==> src/rtl/axi_slave_wr_router_pkg.sv <==
// Shared types and constants for the AXI write router: FSM state encoding
// and the BRESP codes the router can produce.
package axi_slave_wr_router_pkg;

    typedef enum logic [1:0] {
        IDLE = 2'd0,
        DATA = 2'd1,
        RESP = 2'd2
    } state_t;

    localparam logic [1:0] BRESP_OKAY   = 2'b00;
    localparam logic [1:0] BRESP_SLVERR = 2'b10;

endpackage

==> src/rtl/axi_slave_wr_router.sv <==
// AXI write router: steers one write transaction at a time from a single
// master to one of two slaves, chosen by s_AWADDR[SEL_BIT].
// The AW decode is combinational, so the request reaches the slave in the
// cycle it is presented. W is held off until AW has been accepted, and B is
// routed back from the same slave.
// Optional feature: define AXI_WR_ROUTER_LENCHK_EN to add a beat counter that
// flags WLAST/AWLEN disagreement on m_wlen_err (sticky) and forces SLVERR.
module axi_slave_wr_router
    import axi_slave_wr_router_pkg::*;
#(
    parameter int DATA_WIDTH = 1024,
    parameter int ADDR_WIDTH = 64,
    parameter int ID_WIDTH   = 8,
    parameter int USER_WIDTH = 8,
    parameter int SEL_BIT    = 31
) (
    input  logic                  ACLK,
    input  logic                  ARESET,
    input  logic [ADDR_WIDTH-1:0] s_AWADDR,
    input  logic [7:0]            s_AWLEN,
    input  logic                  s_AWVALID,
    input  logic                  s_WVALID,
    input  logic                  s_WLAST,
    input  logic                  s_BREADY,
    output logic                  m_AWREADY,
    output logic                  m_WREADY,
    output logic [ID_WIDTH-1:0]   m_BID,
    output logic [1:0]            m_BRESP,
    output logic [USER_WIDTH-1:0] m_BUSER,
    output logic                  m_BVALID,
    output logic                  s0_AWVALID,
    output logic                  s0_WVALID,
    output logic                  s0_BREADY,
    input  logic                  s0_AWREADY,
    input  logic                  s0_WREADY,
    input  logic                  s0_BVALID,
    input  logic [ID_WIDTH-1:0]   s0_BID,
    input  logic [1:0]            s0_BRESP,
    input  logic [USER_WIDTH-1:0] s0_BUSER,
    output logic                  s1_AWVALID,
    output logic                  s1_WVALID,
    output logic                  s1_BREADY,
    input  logic                  s1_AWREADY,
    input  logic                  s1_WREADY,
    input  logic                  s1_BVALID,
    input  logic [ID_WIDTH-1:0]   s1_BID,
    input  logic [1:0]            s1_BRESP,
    input  logic [USER_WIDTH-1:0] s1_BUSER
`ifdef AXI_WR_ROUTER_LENCHK_EN
    ,
    output logic                  m_wlen_err
`endif
);

    state_t state;
    logic   sel;        // 0 = slave 0, 1 = slave 1, valid outside IDLE
    logic   addr_sel;   // live address decode used while IDLE
    logic   aw_hs;
    logic   w_hs;
    logic   b_hs;

`ifdef AXI_WR_ROUTER_LENCHK_EN
    logic [7:0] beat_cnt;   // beats still expected after the current one
    logic       burst_err;  // this burst has violated its AWLEN
    logic       len_bad;
`endif

    // Width and unused-bit sink: only SEL_BIT of the address is decoded, and
    // DATA_WIDTH describes the externally routed W bus.
    logic unused_ok;
`ifdef AXI_WR_ROUTER_LENCHK_EN
    assign unused_ok = ^{s_AWADDR, 32'(DATA_WIDTH)};
`else
    assign unused_ok = ^{s_AWADDR, s_AWLEN, 32'(DATA_WIDTH), BRESP_SLVERR};
`endif

    assign addr_sel = s_AWADDR[SEL_BIT];

    // Handshakes are built from the gated outputs, so they can only fire in
    // the owning state and never while ARESET is high.
    assign aw_hs = s_AWVALID && m_AWREADY;
    assign w_hs  = s_WVALID  && m_WREADY;
    assign b_hs  = m_BVALID  && s_BREADY;

`ifdef AXI_WR_ROUTER_LENCHK_EN
    assign len_bad = s_WLAST ? (beat_cnt != 8'd0) : (beat_cnt == 8'd0);
`endif

    // Channel steering: each channel is open only in its own state, and every
    // output is forced low while ARESET is high.
    always_comb begin
        // NOTE: every output gets a default first, so no path through the
        // case leaves one unassigned and no latch is inferred.
        m_AWREADY  = 1'b0;
        m_WREADY   = 1'b0;
        m_BVALID   = 1'b0;
        m_BID      = '0;
        m_BRESP    = BRESP_OKAY;
        m_BUSER    = '0;
        s0_AWVALID = 1'b0;
        s0_WVALID  = 1'b0;
        s0_BREADY  = 1'b0;
        s1_AWVALID = 1'b0;
        s1_WVALID  = 1'b0;
        s1_BREADY  = 1'b0;
        if (!ARESET) begin
            case (state)
                IDLE: begin
                    s0_AWVALID = s_AWVALID && !addr_sel;
                    s1_AWVALID = s_AWVALID &&  addr_sel;
                    m_AWREADY  = addr_sel ? s1_AWREADY : s0_AWREADY;
                end
                DATA: begin
                    s0_WVALID = s_WVALID && !sel;
                    s1_WVALID = s_WVALID &&  sel;
                    m_WREADY  = sel ? s1_WREADY : s0_WREADY;
                end
                RESP: begin
                    s0_BREADY = s_BREADY && !sel;
                    s1_BREADY = s_BREADY &&  sel;
                    m_BVALID  = sel ? s1_BVALID : s0_BVALID;
                    m_BID     = sel ? s1_BID    : s0_BID;
                    m_BUSER   = sel ? s1_BUSER  : s0_BUSER;
`ifdef AXI_WR_ROUTER_LENCHK_EN
                    m_BRESP   = burst_err ? BRESP_SLVERR
                                          : (sel ? s1_BRESP : s0_BRESP);
`else
                    m_BRESP   = sel ? s1_BRESP : s0_BRESP;
`endif
                end
                default: ;
            endcase
        end
    end

    // Transaction FSM: AW accept -> W beats until WLAST -> B return.
    always_ff @(posedge ACLK or posedge ARESET) begin
        // NOTE: state is updated with non-blocking assignments so every
        // register samples pre-edge values, independent of statement order.
        if (ARESET) begin
            state      <= IDLE;
            sel        <= 1'b0;
`ifdef AXI_WR_ROUTER_LENCHK_EN
            beat_cnt   <= 8'd0;
            burst_err  <= 1'b0;
            m_wlen_err <= 1'b0;
`endif
        end else begin
            case (state)
                IDLE: begin
                    if (aw_hs) begin
                        sel       <= addr_sel;
`ifdef AXI_WR_ROUTER_LENCHK_EN
                        beat_cnt  <= s_AWLEN;
                        burst_err <= 1'b0;
`endif
                        state     <= DATA;
                    end
                end
                DATA: begin
                    if (w_hs) begin
`ifdef AXI_WR_ROUTER_LENCHK_EN
                        if (len_bad) begin
                            burst_err  <= 1'b1;
                            m_wlen_err <= 1'b1;
                        end
                        if (!s_WLAST) begin
                            beat_cnt <= beat_cnt - 8'd1;
                        end
`endif
                        if (s_WLAST) begin
                            state <= RESP;
                        end
                    end
                end
                RESP: begin
                    if (b_hs) begin
                        state <= IDLE;
                    end
                end
                default: state <= IDLE;
            endcase
        end
    end

endmodule
==> config.mk <==
export PLATFORM = sky130hd
export DESIGN_NAME = axi_slave_wr_router
export DESIGN_NICKNAME = d
export VERILOG_FILES = /design/src/rtl/axi_slave_wr_router_pkg.sv /design/src/rtl/axi_slave_wr_router.sv
export SDC_FILE = /design/constraint.sdc
export NUM_CORES = 1
export LEC_CHECK = 0
export CAP_MARGIN = 20
export CORE_ASPECT_RATIO = 0.75
export CORE_UTILIZATION = 16
export DETAILED_ROUTE_END_ITERATION = 10
export HOLD_SLACK_MARGIN = 0.03
export PLACE_DENSITY_LB_ADDON = 0.25
export REMOVE_ABC_BUFFERS = 1
export SLEW_MARGIN = 20
export SYNTH_ARGS = -nofsm -noshare
export SYNTH_HDL_FRONTEND = slang
export SYNTH_SLANG_ARGS = --single-unit
==> constraint.sdc <==
create_clock -name ACLK -period 2.29 [get_ports ACLK]
set_clock_uncertainty 0.1 [all_clocks]
set_input_delay 0.5725 -clock ACLK [delete_from_list [all_inputs] [get_ports ACLK]]
set_output_delay 0.5725 -clock ACLK [all_outputs]
set_load 0.1 [all_outputs]
# Word-level counts from Yosys, hierarchy flattened
# Index checks and enable logic that the tools add are counted.
[totals] inputBits=120 regBits=3 output_inout_bits=27
[classes] eq_ne=6 n_mux=35 n_reduce_logical=14
[ops] cell="8-bit 2-to-1 mux" count=6
[ops] cell="1-bit 2-to-1 mux" count=21
[ops] cell="2-bit 2-to-1 mux" count=7
[ops] cell="1-bit logical AND" count=9
[ops] cell="2-bit inequality test, second input constant" count=4
[ops] cell="2-bit case mux with 3 select lines" count=1
[ops] cell="4-bit AND reduction" count=1
[ops] cell="2-bit by 1-bit == test with 1-bit output, second input constant" count=1
[ops] cell="2-bit == test, second input constant" count=1
[ops] cell="1-bit logical NOT" count=2
[ops] cell="2-bit logical NOT" count=1
[ops] cell="2-bit AND reduction" count=1

# Logic depth before layout (Yosys ltp)
[depth] depth_word=6 mapped_depth=5

# Least setup slack after synthesis
# Ideal clock, no wire load.
[synth_path] kind="register to output" startpoint="register sel" endpoint="output port s0_WVALID" arrival_ns=3.866 t_required_ns=1.617 path_stages_with_launch=4 slack_ns=-2.248 cell_sequence="dfrtp_1 buf_4 buf_2 nor4b_1"
[synth_between] elab_chain_len=4
[synth_rtl] element="start: declaration" line="axi_slave_wr_router.sv:56" rtl="logic sel;"
[synth_rtl] element="start signal: assignment" line="axi_slave_wr_router.sv:152" rtl="sel <= addr_sel;"
[synth_rtl] element="1-bit logical NOT" line="axi_slave_wr_router.sv:114" rtl="s0_WVALID = s_WVALID && !sel;"
[synth_rtl] element="1-bit logical AND" line="axi_slave_wr_router.sv:114"
[synth_rtl] element="1-bit 2-to-1 mux" line="axi_slave_wr_router.sv:107" rtl="case (state)"
[synth_rtl] element="1-bit 2-to-1 mux" line="axi_slave_wr_router.sv:106" rtl="if (!ARESET) begin"
[synth_rtl] element="end: declaration" line="axi_slave_wr_router.sv:32" rtl="output logic s0_WVALID,"
# Every way passes these cells.

# Worst setup path in the final report
[layout_path] startpoint="input port s_AWVALID" endpoint="output port s1_AWVALID"
[layout_between] elab_chain_len=3
[layout_rtl] element="start: declaration" line="axi_slave_wr_router.sv:21" rtl="input logic s_AWVALID,"
[layout_rtl] element="1-bit logical AND" line="axi_slave_wr_router.sv:110" rtl="s1_AWVALID = s_AWVALID && addr_sel;"
[layout_rtl] element="1-bit 2-to-1 mux" line="axi_slave_wr_router.sv:107"
[layout_rtl] element="1-bit 2-to-1 mux" line="axi_slave_wr_router.sv:106"
[layout_rtl] element="end: declaration" line="axi_slave_wr_router.sv:40" rtl="output logic s1_AWVALID,"
# Every way passes these cells.

==> flow_metrics.env <==
export IMPL_status="finished, final reports clean"
export IMPL_synth_compound_area_frac=0.0701
export IMPL_placed_cell_area_um2=1700
export IMPL_synthAdderAreaFrac=0
export IMPL_drcViolationCount=0
export IMPL_setup_viol=0
export IMPL_relSlewSlack=0.853
export IMPL_period_share=0.985
export IMPL_synthXorXnorAreaFrac=0
export IMPL_worstSetupPathType="in2out"
export IMPL_post_synth_cell_area_avg_um2=7.44
export IMPL_synth_top_family_by_area="multiplexers"
export IMPL_port_buffers=75
export IMPL_swShare=0.468
export IMPL_yosys_warnings=0
export IMPL_num_vias=866
export IMPL_slew_viol_final=0
export IMPL_fin_crit_ns=2.25
export IMPL_synth_cells=72
export IMPL_fill_cells=275
export IMPL_maxCapViolations=0
export IMPL_grt_pass1_wl_um=3770
export IMPL_design_area_um2=1790
export IMPL_regArea_um2=75.1
export IMPL_cts_tree="yes"
export IMPL_cts_hold_buf=0
export IMPL_worstPathRequired_ns=1.62
export IMPL_timing_hold_ws_ns=0.124
export IMPL_yosys_area_share_simple=0.327
export IMPL_rsz0062_at_grt="yes"
export IMPL_hp_class="in2async"
export IMPL_ios=147
export IMPL_power_internal_uw=550
export IMPL_synthArstFlopShare=1.00
export IMPL_fmax_ghz=0.444
export IMPL_first_pass_iters=4
export IMPL_track_usage=0.149
export IMPL_drive_gt1_frac=0.373
export IMPL_synth_seq_cells=3
export IMPL_die_w_um=68.8
export IMPL_preCtsSetupSlack_ns=-0.385
export IMPL_synth_edf_count=0
export IMPL_clkSinkCount=3
export IMPL_ff2ff_setup_slack_ns=0.52
export IMPL_critPathArrivalTime_ns=1.58
export IMPL_worstMarginPinSlew_ns=0.214
export IMPL_worst_r2r_cell_count=6
export IMPL_grt_overflow=0
export IMPL_clk_latency_ns=0.22
export IMPL_hpwlAfterDp_um=2190
export IMPL_grt_max_degree=16
export IMPL_gp_congestion=0.766
export IMPL_antenna_left=0
export IMPL_synthToLayoutAreaGrowth_pct=234
export IMPL_hold_viol=0
export IMPL_cts_buffer_depth=2
export IMPL_final_common_cell="clkdlybuf4s50_1"
export IMPL_ys_types=21
export IMPL_coreArea_um2=3060
export IMPL_multi_input_area_um2=462
export IMPL_leakagePower_nw=0.756
export IMPL_powerDensity_nw_per_um2=577
export IMPL_dieHeight_um=52.1
export IMPL_fp_dieArea_um2=3580
export IMPL_power_mw=1.03
export IMPL_vias_per_cell=4.35
export IMPL_cts_buffers=3
export IMPL_final_cell_mix="40 x clkdlybuf4s50_1, 28 x buf_12, 21 x mux2i_1, 15 x buf_4, 14 x nor2_1"
export IMPL_cts_htree_levels=1
export IMPL_critPathCaptureType="output pin"
export IMPL_drt_iter0_drc=14
export IMPL_synth_area_leaders="mux2i_1 39%, nor2_1 15%, dfrtp_1 14%, buf_2 2.8%, or4b_4 2.6%"
export IMPL_p_clk_frac=0.151
export IMPL_synth_area_um2=536
export IMPL_synth_main_ff_cell="dfrtp_1"
export IMPL_synth_area_mux_share=0.393
export IMPL_grt_pass1_vias=832
export IMPL_antenna_found_initial=0
export IMPL_comb_power_share=0.756
export IMPL_start_kind="primary input"
export IMPL_ir_worst_vdd_mv=0.324
export IMPL_fin_nets=282
export IMPL_wl_per_cell_um=13.1
export IMPL_clock_root_buffer="clkbuf_8"
export IMPL_path_clk_slew_ns=0.03
export IMPL_seqPwrFrac=0.093
export IMPL_ys_seq_area_frac=0.140
export IMPL_diodes=0
export IMPL_cp_max_fo=3
export IMPL_synth_top_area_frac=0.393
export IMPL_synth_top_area_cell="mux2i_1"
export IMPL_finalWirelength_um=2610
export IMPL_initial_core_util=0.175
export IMPL_netSwitchingPower_uw=484
export IMPL_setup_slack_ns=0.0353
export IMPL_rows=17
[cells in the mapped netlist, types with 2 or more instances]
cell type  number
clkbuf_1        2
nand2_1         2
dfrtp_1         3
inv_1           2
nand2b_1        2
mux2i_1        21
buf_2           3
o21ai_0         2
nor2_1         22
nor3_1          2
[registers in the layout, summed over array words and instances, names as in the netlist]
| name | flops |
|---|---|
| state | 2 |
| sel | 1 |
[what timing repair did]
item / 4_1_cts / 5_1_grt
hold endpoints to repair: 0 / 0
gates resized for setup: 17 / 8
buffers inserted: 0 / 1
pin swaps: 3 / 2
endpoints found under the setup margin: 27 / 6
[final timing paths]
check / from / to
min in group ACLK: state[0]$_DFFE_PP0P_ / state[1]$_DFFE_PP0P_
setup / recovery: s_AWVALID / s1_AWVALID
hold / removal: ARESET / state[0]$_DFFE_PP0P_
hold reg to reg: state[0]$_DFFE_PP0P_ / state[1]$_DFFE_PP0P_
setup reg to reg: sel$_DFFE_PP0P_ / state[1]$_DFFE_PP0P_
max in group asynchronous: ARESET / sel$_DFFE_PP0P_
[power groups by stage]
stage               Combinational, mW  Clock (mW)  Sequential (mW)
floorplan                       0.386           0            0.152
global placement                0.745           0           0.0922
detailed placement              0.761           0           0.0954
CTS                             0.772       0.158           0.0953
global route                    0.821       0.164            0.101
finish                          0.781       0.156           0.0962
[worst max-delay path: stages]
cell and delay [ns]:
dlygate4sd2_1 0.19, or4b_4 0.50, nor2_4 0.13, buf_12 0.18
[through the flow]
stage	util	setup TNS [ns]	cells
finish	0.585	0	199
detailed placement	0.555	-8.04	194
CTS	0.576	0	198
floorplan	-	-26.45	66
global route	0.585	-0.0145	199
global placement	0.555	-7.30	194
[logic make-up after synthesis]
family,Yosys count
flops,3
buf+inv,8
simple gates,35
compound gates,5
mux,21
[layout make-up]
type | instances | area share
repair buffers | 91 | 0.644
multi-input cells | 61 | 0.258
flip-flops and latches | 3 | 0.0419
well taps | 38 | 0.0266
clock buffers | 4 | 0.0252
inverters | 2 | 0.00419
[per-layer routing]
metal | GRT usage | routed length [um] | vias up
li1 | - | - | 431
met1 | 0.151 | 920 | 385
met2 | 0.268 | 1420 | 44
met3 | 0.0395 | 207 | 6
met4 | 0.0918 | 61 | 0
met5 | 0 | 0 | -
No activity file was read; power rests on OpenSTA's default activity.
